--- src/rtl/wb_stage.sv ---
// Write-back stage: pipeline register for EX results, 8-entry register file with
// single commit port, forwarding outputs to EX and bypassed read ports for ID.
module wb_stage #(
    parameter int DATA_W   = 8,
    parameter int ADDR_W   = 3,
    parameter int NUM_REGS = 2 ** ADDR_W
) (
    input  logic              clk,
    input  logic              rst_n,
    input  logic              stall,
    input  logic              flush,
    input  logic              valid_in,
    input  logic              signaltoReg_in,
    input  logic              writeReg_in,
    input  logic [ADDR_W-1:0] rd_in,
    input  logic [DATA_W-1:0] sum_in,
    input  logic [DATA_W-1:0] extensor_in,
    input  logic [ADDR_W-1:0] rs1_addr,
    input  logic [ADDR_W-1:0] rs2_addr,
    output logic [DATA_W-1:0] rs1_data,
    output logic [DATA_W-1:0] rs2_data,
    output logic [ADDR_W-1:0] ex_wb_rd,
    output logic [DATA_W-1:0] forward_data,
    output logic              wb_valid
);

    logic              we_q, we_d;
    logic [ADDR_W-1:0] rd_q, rd_d;
    logic [DATA_W-1:0] data_q, data_d;
    logic [DATA_W-1:0] regs_q [NUM_REGS];
    logic [DATA_W-1:0] regs_d [NUM_REGS];

    // NOTE: every always_comb output gets a default first so no path can infer a latch.
    always_comb begin
        we_d   = we_q;
        rd_d   = rd_q;
        data_d = data_q;
        regs_d = regs_q;

        // The held entry commits on the first non-stalled edge, while the next one loads.
        if (we_q && !stall) begin
            regs_d[rd_q] = data_q;
        end

        if (!stall) begin
            rd_d   = rd_in;
            data_d = signaltoReg_in ? extensor_in : sum_in;
            we_d   = valid_in & writeReg_in & (rd_in != '0);
        end

        // Flush kills the entry even while stalled, dropping any held write.
        if (flush) begin
            we_d = 1'b0;
        end
    end

    // NOTE: the register file is reset along with the pipeline register so every
    // architectural register reads 0 after reset; use <= only in sequential blocks.
    always_ff @(posedge clk or negedge rst_n) begin
        if (!rst_n) begin
            we_q   <= 1'b0;
            rd_q   <= '0;
            data_q <= '0;
            for (int i = 0; i < NUM_REGS; i++) begin
                regs_q[i] <= '0;
            end
        end else begin
            we_q   <= we_d;
            rd_q   <= rd_d;
            data_q <= data_d;
            regs_q <= regs_d;
        end
    end

    always_comb begin
        rs1_data = '0;
        rs2_data = '0;
        if (rs1_addr != '0) begin
            rs1_data = (we_q && rs1_addr == rd_q) ? data_q : regs_q[rs1_addr];
        end
        if (rs2_addr != '0) begin
            rs2_data = (we_q && rs2_addr == rd_q) ? data_q : regs_q[rs2_addr];
        end
    end

    assign wb_valid     = we_q;
    assign ex_wb_rd     = we_q ? rd_q : '0;
    assign forward_data = we_q ? data_q : '0;

endmodule

--- config.mk ---
export PLATFORM = sky130hd
export DESIGN_NAME = wb_stage
export DESIGN_NICKNAME = d
export VERILOG_FILES = /design/src/rtl/wb_stage.sv
export SDC_FILE = /design/constraint.sdc
export NUM_CORES = 1
export LEC_CHECK = 0
export CORE_UTILIZATION = 35
export DETAILED_ROUTE_END_ITERATION = 10
export PLACE_DENSITY = 0.53
export SYNTH_ARGS = -nofsm -noshare
export SYNTH_HDL_FRONTEND = slang
export SYNTH_SLANG_ARGS = --single-unit
--- constraint.sdc ---
create_clock -name clk -period 2.05 [get_ports clk]
set_input_delay 0.41 -clock clk [delete_from_list [all_inputs] [get_ports clk]]
set_output_delay 0.41 -clock clk [all_outputs]
set_load 0.01 [all_outputs]
* Word level (Yosys, flattened, before mapping)
Index checks and enable logic that the tools add are counted.
** Storage, ports and cells
- Register bits after elaboration :: 76
- Output and inout bits :: 28
- Logic and storage cells :: 49
** Operators by class
- $lt $le $gt $ge :: 4
- Eq/ne operators :: 3
- Muxes and demuxes :: 18
- Bitwise operators :: 5
- Reductions and logical operators :: 8
** Operator list (number)
- two-way mux 8 bit :: 11
- bitwise mux 64 bit :: 1
- binary-select mux 8 bit (select 3 bit) :: 2
- demux 8 bit (select 3 bit) :: 1
- >= comparator 4 bit (second input constant) :: 3
- inverter 3 -> 4 bit :: 3
- nonzero test 3 bit :: 3
- equality test 3 bit :: 2
- logical AND 1 bit :: 4
- < comparator 4 x 1 -> 1 bit (second input constant) :: 1
- two-way mux 3 bit :: 1
- bitwise AND 1 bit :: 2
- two-way mux 1 bit :: 2
- inequality test 2 x 1 -> 1 bit (second input constant) :: 1
- logical NOT 1 bit :: 1

* Longest topological paths before layout
Gate-level depths: netlist (run 1).
- Word-level depth :: 6
- Gate-level depth with buffers :: 6
- Gate-level depth less buffers :: 4

* Worst setup path after synthesis (run 1)
OpenSTA, ideal clock, no wires.
- Path kind :: input -> output
- From :: in rs1_addr[1]
- To :: out rs1_data[5]
- Arrival :: 1533 ps
- Data required time :: 1640 ps
- Path slack :: 107 ps
- Stages :: 5
- Path buffers :: 2
- Cells stage by stage :: buf_4 xnor2_1 nand4_1 buf_2 a211oi_1
** On the way
- Word-level cells in the longest chain between the ends :: 6
- Elaborated cells between the ends (all ways) :: 9
** Ends and longest elaborated chain
- from (decl) :: RTL line 18 : input logic [ADDR_W-1:0] rs1_addr,
- inverter 3 -> 4 bit (implied by the code) :: RTL line 79 : rs1_data = (we_q && rs1_addr == rd_q) ? data_q : regs_q[rs1_addr];
- binary-select mux 8 bit (select 3 bit) :: RTL line 79
- two-way mux 8 bit (implied by the code) (2 in series) :: RTL line 79
- two-way mux 8 bit :: RTL line 79
- two-way mux 8 bit (*) :: RTL line 78 : if (rs1_addr != '0) begin
- to (decl) :: RTL line 20 : output logic [DATA_W-1:0] rs1_data,
Mark *: on every way between the ends. The rest lies on a longest branch, timed or not. The select of a mux whose other input is x is not followed.

* Worst setup path in the final report (run 1)
- From :: in rs1_addr[1]
- To :: out rs1_data[0]
Same word-level chain as after synthesis.

==> results of run 1 <==
[power by group through the flow]
| stage | clock, uW | combinational (uW) | sequential, uW |
|---|---|---|---|
| after floorplan | 0 | 517 | 1770 |
| after global placement | 0 | 858 | 1820 |
| after detailed placement | 0 | 867 | 1830 |
| after CTS | 1640 | 902 | 1810 |
| after global routing | 1720 | 1050 | 1830 |
| final | 1600 | 976 | 1810 |
[cell families after synthesis]
group,Yosys count,synth area share
buffers and inverters,28,0.0344
AOI/OAI and AO/OA,26,0.0406
DFF,76,0.444
xor gates and xnor gates,6,0.0123
and+or+nand+nor,53,0.0689
muxes,123,0.400
[synthesized netlist by cell type (all sizes together) (6+ instances only)]
master	instances	area, sq um
dfrtp	76	1900
mux2	67	754
mux4	32	721
mux2i	24	240
nor2	20	77.6
a211oi	16	120
buf	16	103
clkbuf	12	45.0
and2	11	68.8
nand2	10	37.5
o21ai	8	40.0
xnor2	6	52.6
[final timing paths]
kind / start / slack, ps / to
max: rs1_addr[1] / -100 / rs1_data[0]
min: rst_n / 40 / regs_q[61]
max reg2reg: rd_q[0] / 350 / regs_q[11]
min reg2reg: regs_q[30] / 530 / regs_q[30]
max in group asynchronous: rst_n / 1400 / data_q[0]
min in group clk: regs_q[30] / 530 / regs_q[30]
[layout make-up]
| type | instances | area [sq um] |
|---|---|---|
| clock buffers | 9 | 225 |
| clock inverters | 7 | 76.3 |
| fillers | 1028 | 5780 |
| multi-input cells | 208 | 2420 |
| flip-flops and latches | 76 | 1910 |
| repair buffers | 132 | 1370 |
| well taps | 147 | 184 |
[state kept, by name, indices dropped and copies added (netlist names)]
name,cells
regs_q,64
data_q,8
rd_q,3
wb_valid,1
[timing repair]
| action | 4_1_cts | 5_1_grt |
|---|---|---|
| gates resized for setup | 123 | 34 |
| pin swaps | 8 | 14 |
| setup buffers | 6 | 8 |
| gates cloned | 4 | 0 |
| setup endpoints to repair | 18 | 26 |
[per-layer routing]
metal  track usage  up-vias  share of wire
met2         0.336       78           0.48
met1         0.287     1625           0.47
met3        0.0508       11          0.041
li1              -     1404              -
met5             0        -              0
met4        0.0533        0          0.012
[worst register-to-register path: cells and delay by family (launching register included)]
kind | cells | cell delay, ps
flops | 1 | 440
mux | 1 | 340
buf+inv | 2 | 320
simple gates | 2 | 480
[stage by stage]
| stage | setup TNS [ps] | power [uW] | worst slack, ps | instance area (sq um) |
|---|---|---|---|---|
| CTS | -1250 | 4350 | -122 | 5960 |
| floorplan | 0 | 2290 | 107 | 4290 |
| detailed placement | -15080 | 2700 | -1050 | 5470 |
| global route | -2270 | 4590 | -190 | 6180 |
| finish | -1070 | 4380 | -99.9 | 6180 |
| global placement | -14650 | 2680 | -964 | 5470 |
==> reports/results.txt, run 1 <==
Final worst slack: -99.9 ps
CP most frequent cell: buf_12
Leading cell type in the layout, fill and taps excluded: dfrtp_1
Failing checks: setup timing
Leak pwr: 0.00279 uW
I/O pin cnt: 60
Internal power: 3200 uW
Initial core utilization: 0.358
Syn-to-layout area delta: 44.2%
Top_reg_cell synth: dfrtp_1
Synthesized Nets: 344
Final core utilization: 0.517
Die width: 113 um
First-pass DRT Iterations: 4
Worst setup EP type: output pin
CTS Sinks: 76
Core area: 0.0120 sq mm
1st-iter DRT viols: 142
Root Driver: clkbuf_16
Final Hold Fails: 0
Via count: 3118
Largest net degree at the start of global routing: 40
Psw: 1170 uW
Final wirelength: 12.3 mm
Routed Antenna Nets: 0
Post-Layout Cell Count: 579
Critical Path Slowest Stage Cell: mux4_2
Netlist Area Pre-Place: 0.00429 sq mm
Clk buf depth: 2
CP Depth: 7
Hold Slack: 37.8 ps
Slew headroom: 0.587
Slew @ Worst Pin: 617 ps
Row count: 40
Post-synthesis async set-or-reset flop share: 1.00
Clock Power Share: 0.364
Critical path's top delay family: multiplexers
Max Clock Skew: 9.34 ps
Crit path buf inv count: 4
CP Cell Sequence: buf_12 > buf_12 > buf_12 > mux4_2 > mux2i_2 > a211oi_2 > buf_2
Setup violators final: 16
Die ar.: 0.0127 sq mm
Synth Register Bits: 76
# DRC: 0
Power density over the cells: 708 mW/mm^2
Number of synthesized flops with an enable pin: 0
WL per Instance: 21.2 um
Post-synthesis sequential area ratio: 0.444
Sw frac: 0.268
IO buf count: 59
Fin crit period: 2150 ps
Clk Latency, worst-skew pair: 330 ps
WP data required: 1640 ps
Worst min path class: in -> async
Reg clk slew, reported paths: 70 ps
Max stage delay on crit path: 510 ps
Global route overflow: 0
# nets final: 459
Crit start category: input port
R2R depth: 5
Synthesized area per cell: 13.7 sq um
Fmax: 0.465 GHz
Layout cells sized above 1: 0.581
Initial antenna violation count: 0
Dpl cells: 545
Worst VDD drop: 0.000331 V
Logic pwr share: 0.223
# diodes: 0
Unrepaired setup endpoints after global routing: yes
Slew Limit Fails: 0
H-tree depth: 3
TritonCTS buffer count: 9
MaxCap Viol Count: 0
Number of global-route vias before repair: 3317
Global-route wire length before repair: 19.4 mm
Critical Path AT: 1740 ps
Sequential Power Share: 0.413
Commonest non-fill, non-tap cells in the layout: dfrtp_1, mux2_2, buf_4
Chip height: 113 um
Hold Buf Count CTS: 0
Critical-path maximum fanout: 7
Ys Warns: 0
Critical path class: in -> out
Post-DP HPWL: 8.55 mm
Period Utilization, post-route: 1.05
Vias per inst: 5.39
Status: finished with violations
CTS tree: done
Syn Inst Count: 312
Global placement routability congestion: 0.758
Gr usage total: 0.210
Distinct cells, synth: 25
Note: power is estimated with default switching activity, not from simulation.
==> run 2, diff against run 1 <==
--- a/config.mk
+++ b/config.mk
@@ -8,6 +8,7 @@
 export CORE_UTILIZATION = 35
 export DETAILED_ROUTE_END_ITERATION = 10
 export PLACE_DENSITY = 0.53
+export RECOVER_POWER = 100
 export SYNTH_ARGS = -nofsm -noshare
 export SYNTH_HDL_FRONTEND = slang
 export SYNTH_SLANG_ARGS = --single-unit
==> run 2 against run 1 <==
  * The flow still finishes with violations (setup timing)
  * Final area decreased by 2.5%
  * Critical endpoint is now rs1_data[7]
  * Flip-flop and latch count did not move
  * Clock power about the same
  * Via count fell by 0.13%
  * Non-clock buffer count did not move
  * Die area unchanged
  * Global-route usage stayed put
  * Largest cell class unchanged
  * Cell count is the same
==> reports/results.txt, run 2 (same netlist as run 1, synthesis figures left out) <==
Worst setup EP type: output pin
Setup Total Neg Slack: -1080 ps
Setup violators final: 16
Critical path class: in -> out
First-pass DRT Iterations: 4
Status: finished with violations
Syn-to-layout area delta: 40.6%
Final wirelength: 12.3 mm
Final worst slack: -98.7 ps
Clk Latency, worst-skew pair: 330 ps
# nets final: 459
Max Clock Skew: 9.48 ps
Chip height: 113 um
Fmax: 0.465 GHz
Logic pwr share: 0.220
Crit start category: input port
Critical Path AT: 1740 ps
Register name with the most flops: regs_q
Multi-input gate area: 0.00239 sq mm
Largest register FFs: 64
Largest regs: regs_q (64), data_q (8), rd_q (3)
Core area: 0.0120 sq mm
Reg clk slew, reported paths: 70 ps
Unrepaired setup endpoints after global routing: yes
Reg area: 0.00191 sq mm
CTS tree: done
Internal power: 3190 uW
# diodes: 0
Worst VDD drop: 0.000329 V
Number of global-route vias before repair: 3317
Critical-path maximum fanout: 7
I/O pin cnt: 60
Routed Antenna Nets: 0
Global route overflow: 0
Row count: 40
WP data required: 1640 ps
H-tree depth: 3
Area post-placement: 0.00547 sq mm
Post-DP HPWL: 8.55 mm
Failing checks: setup timing
Fin crit period: 2150 ps
Hold Buf Count CTS: 0
Commonest non-fill, non-tap cells in the layout: dfrtp_1, mux2_2, clkdlybuf4s50_1
Slew Limit Fails: 0
Final cell area excluding filler cells: 0.00603 sq mm
Slew headroom: 0.370
Power after layout: 4360 uW
Largest net degree at the start of global routing: 40
Sw frac: 0.268
Hold Slack: 206 ps
Clock Power Share: 0.366
Final core utilization: 0.504
1st-iter DRT viols: 139
Via count: 3114
Die width: 113 um
# DRC: 0
CTS Sinks: 76
IO buf count: 59
Fill cells: 1050
Initial antenna violation count: 0
Die ar.: 0.0127 sq mm
Initial core utilization: 0.358
Gr usage total: 0.210
Clk buf depth: 2
Vias per inst: 5.38
Worst min path class: in -> async
Slew @ Worst Pin: 944 ps
Leak pwr: 0.00272 uW
Global placement routability congestion: 0.758
Layout cells sized above 1: 0.556
Psw: 1170 uW
Leading cell type in the layout, fill and taps excluded: dfrtp_1
WL per Instance: 21.2 um
Global-route wire length before repair: 19.4 mm
Sequential Power Share: 0.414
Root Driver: clkbuf_16
TritonCTS buffer count: 9
Final Hold Fails: 0
Power density over the cells: 723 mW/mm^2
MaxCap Viol Count: 0
Period Utilization, post-route: 1.05
run 2: critical path, cell delays in order:
cell and delay [ps]:
buf_12 90, buf_12 120, buf_12 140, mux4_2 500, mux2i_2 200, a211oi_2 100, buf_2 170
run 2: power groups by stage:
stage / Clock [uW] / Sequential, uW / Combinational (uW)
4_1_cts: 1640 / 1810 / 902
5_1_grt: 1720 / 1830 / 1030
3_3_place_gp: 0 / 1820 / 858
3_5_place_dp: 0 / 1830 / 867
6_report: 1590 / 1810 / 959
2_1_floorplan: 0 / 1770 / 517
run 2: worst paths after layout:
path | start | depth (start not counted) | to | slack, ps
max in group asynchronous | rst_n | 2 | data_q[0] | 330
worst min-delay path | rst_n | 1 | regs_q[61] | 210
min in group clk | regs_q[30] | 1 | regs_q[30] | 530
worst max-delay path | rs1_addr[1] | 7 | rs1_data[7] | -100
worst min register to register | regs_q[30] | 1 | regs_q[30] | 530
worst max register to register | wb_valid | 5 | regs_q[22] | 190
run 2: layer usage:
metal | part of all wire | wire, um | vias to the layer above | GRT usage
li1 | - | - | 1408 | -
met1 | 0.46 | 5600 | 1620 | 0.287
met2 | 0.49 | 6020 | 79 | 0.336
met3 | 0.046 | 567 | 7 | 0.0508
met4 | 0.0086 | 106 | 0 | 0.0533
met5 | 0 | 0 | - | 0
run 2: repair_timing:
| item | in CTS | in global routing |
|---|---|---|
| buffers inserted | 6 | 8 |
| resized for setup | 123 | 34 |
| setup endpoints to repair | 18 | 26 |
| gates cloned | 4 | 0 |
| pin swaps | 8 | 14 |
run 2: layout make-up:
type                            instances  share of cell area
Sequential cell                        76               0.317
Timing Repair Buffer                  132               0.207
Tap cell                              147              0.0305
Clock buffer                            9              0.0374
Clock inverter                          7              0.0127
Multi-Input combinational cell        208               0.396
run 2: per-stage QoR:
step           setup WS (ps)  cells
2_1_floorplan            107    312
4_1_cts                 -122    571
3_3_place_gp            -964    545
6_report               -98.7    579
3_5_place_dp           -1050    545
5_1_grt                 -190    579
==> run 3, diff against run 2 <==
==> constraint.sdc (replaced) <==
create_clock -name clk -period 2.05 [get_ports clk]
set_input_delay 0.41 -clock clk [delete_from_list [all_inputs] [get_ports clk]]
set_output_delay 0.41 -clock clk [all_outputs]
set_load 0.1 [all_outputs]
==> run 3 against run 2 <==
  * The run still ends with setup timing left
  * Sequential power about the same
  * Via count decreased by 0.80%
  * Sequential share of layout area decreased by 2.3 points
  * Non-clock buffer count decreased by 16
  * Die area unchanged
  * Total power increased by 15%
  * Flip-flop and latch count unchanged
  * Routed wire length increased by 2.7%
  * First-iteration DRC count increased by 21%
  * Global-route usage increased by 0.68 points
  * Highest routed layer unchanged
==> reports/results.txt, run 3 (same netlist as run 1, synthesis figures left out) <==
Status: finished with violations
Failing checks: setup timing
Setup violators final: 16
Syn-to-layout area delta: 51.5%
Die width: 113 um
Largest net degree at the start of global routing: 37
# nets final: 443
CTS tree: done
Final core utilization: 0.543
Gr busiest metal: met2
Reg clk slew, reported paths: 60 ps
WP data required: 1640 ps
Via count: 3089
First-pass DRT Iterations: 4
Clk Latency, worst-skew pair: 330 ps
Number of global-route vias before repair: 3290
1st-iter DRT viols: 168
RR Endpoint: regs_q[59]
WL per Instance: 22.4 um
# DRC: 0
CTS Sinks: 76
Worst setup EP type: output pin
Logic pwr share: 0.295
Register name with the most flops: regs_q
Global placement routability congestion: 0.790
Sw frac: 0.306
R2R depth: 6
Met3 GRT Util: 0.0367
Gr usage total: 0.217
Root Driver: clkbuf_16
Internal power: 3480 uW
Fill cells: 986
Initial core utilization: 0.358
Clock Power Share: 0.340
I/O pin cnt: 60
Critical-path maximum fanout: 9
Fin crit period: 2340 ps
Critical Path AT: 1930 ps
IO buf count: 59
Global route overflow: 0
Unrepaired setup endpoints after global routing: yes
Routed Antenna Nets: 0
Commonest non-fill, non-tap cells in the layout: dfrtp_1, mux2_2, buf_12
Fmax: 0.428 GHz
Max Clock Skew: 4.66 ps
Hold Slack: 224 ps
Critical path class: in -> out
Grt met2 use: 0.348
Setup Total Neg Slack: -3630 ps
Slew @ Worst Pin: 968 ps
Slew Limit Fails: 0
Final worst slack: -287 ps
Core area: 0.0120 sq mm
Chip height: 113 um
Vias per inst: 5.49
Slew headroom: 0.355
Sequential Power Share: 0.365
H-tree depth: 3
Power density over the cells: 772 mW/mm^2
Clk buf depth: 2
Largest register FFs: 64
Leading cell type in the layout, fill and taps excluded: dfrtp_1
Global-route wire length before repair: 20.0 mm
Die ar.: 0.0127 sq mm
Worst r2r src: wb_valid
Row count: 40
MaxCap Viol Count: 0
Hold Buf Count CTS: 0
Psw: 1530 uW
Initial antenna violation count: 0
Leak pwr: 0.00277 uW
Power after layout: 5010 uW
# diodes: 0
Final wirelength: 12.6 mm
Area post-placement: 0.00583 sq mm
Period Utilization, post-route: 1.14
FF-to-FF setup slack: 110 ps
Met1 GRT Util: 0.302
Post-DP HPWL: 8.47 mm
TritonCTS buffer count: 9
Worst min path class: in -> async
Final Hold Fails: 0
Largest regs: regs_q (64), data_q (8), rd_q (3)
Layout cells sized above 1: 0.623
Worst VDD drop: 0.000465 V
Crit start category: input port
Final cell area excluding filler cells: 0.00649 sq mm
run 3: power by group through the flow:
stage	sequential, uW	clock (uW)	combinational (uW)
floorplan	1780	0	920
detailed placement	1840	0	1370
global placement	1830	0	1360
finish	1830	1710	1480
global route	1850	1810	1540
CTS	1820	1740	1480
run 3: worst max path at each step:
| stage | startpoint | end | slack, ps | depth (start not counted) |
|---|---|---|---|---|
| finish | rs1_addr[0] | rs1_data[7] | -290 | 6 |
| global route | rd_q[0] | rs1_data[7] | -330 | 6 |
| floorplan | wb_valid | rs2_data[2] | -790 | 3 |
| detailed placement | rs2_addr[1] | rs2_data[1] | -640 | 6 |
| global placement | rs2_addr[1] | rs2_data[3] | -640 | 6 |
| CTS | rd_q[0] | rs1_data[7] | -310 | 8 |
run 3: layout make-up:
cell class | count | area, sq um | share of cell area
flip-flops and latches | 76 | 1910 | 0.294
clock inverters | 5 | 75.1 | 0.0116
repair buffers | 116 | 1450 | 0.223
well taps | 147 | 184 | 0.0283
clock buffers | 11 | 243 | 0.0374
multi-input cells | 208 | 2640 | 0.406
run 3: stage by stage:
stage	cells	setup WS, ps
detailed placement	532	-639
CTS	564	-314
finish	563	-287
global route	563	-330
global placement	532	-637
floorplan	312	-790
run 3: repair_timing:
action                                  4_1_cts  5_1_grt
endpoints found under the hold margin         0        0
pin swaps                                    12       16
gates cloned                                  3        0
endpoints found under the setup margin       16       16
gates resized for setup                      60       17
buffers inserted                             13        1
run 3: worst max-delay path, cell delays in order:
cell and delay, ps:
dlygate4sd2_1 330, buf_4 350, nor3_2 140, buf_12 170, a211oi_4 300, buf_12 220
run 3: layer usage:
layer | part of all wire | up-vias
li1 | - | 1364
met1 | 0.45 | 1624
met2 | 0.49 | 85
met3 | 0.039 | 16
met4 | 0.016 | 0
met5 | 0 | -
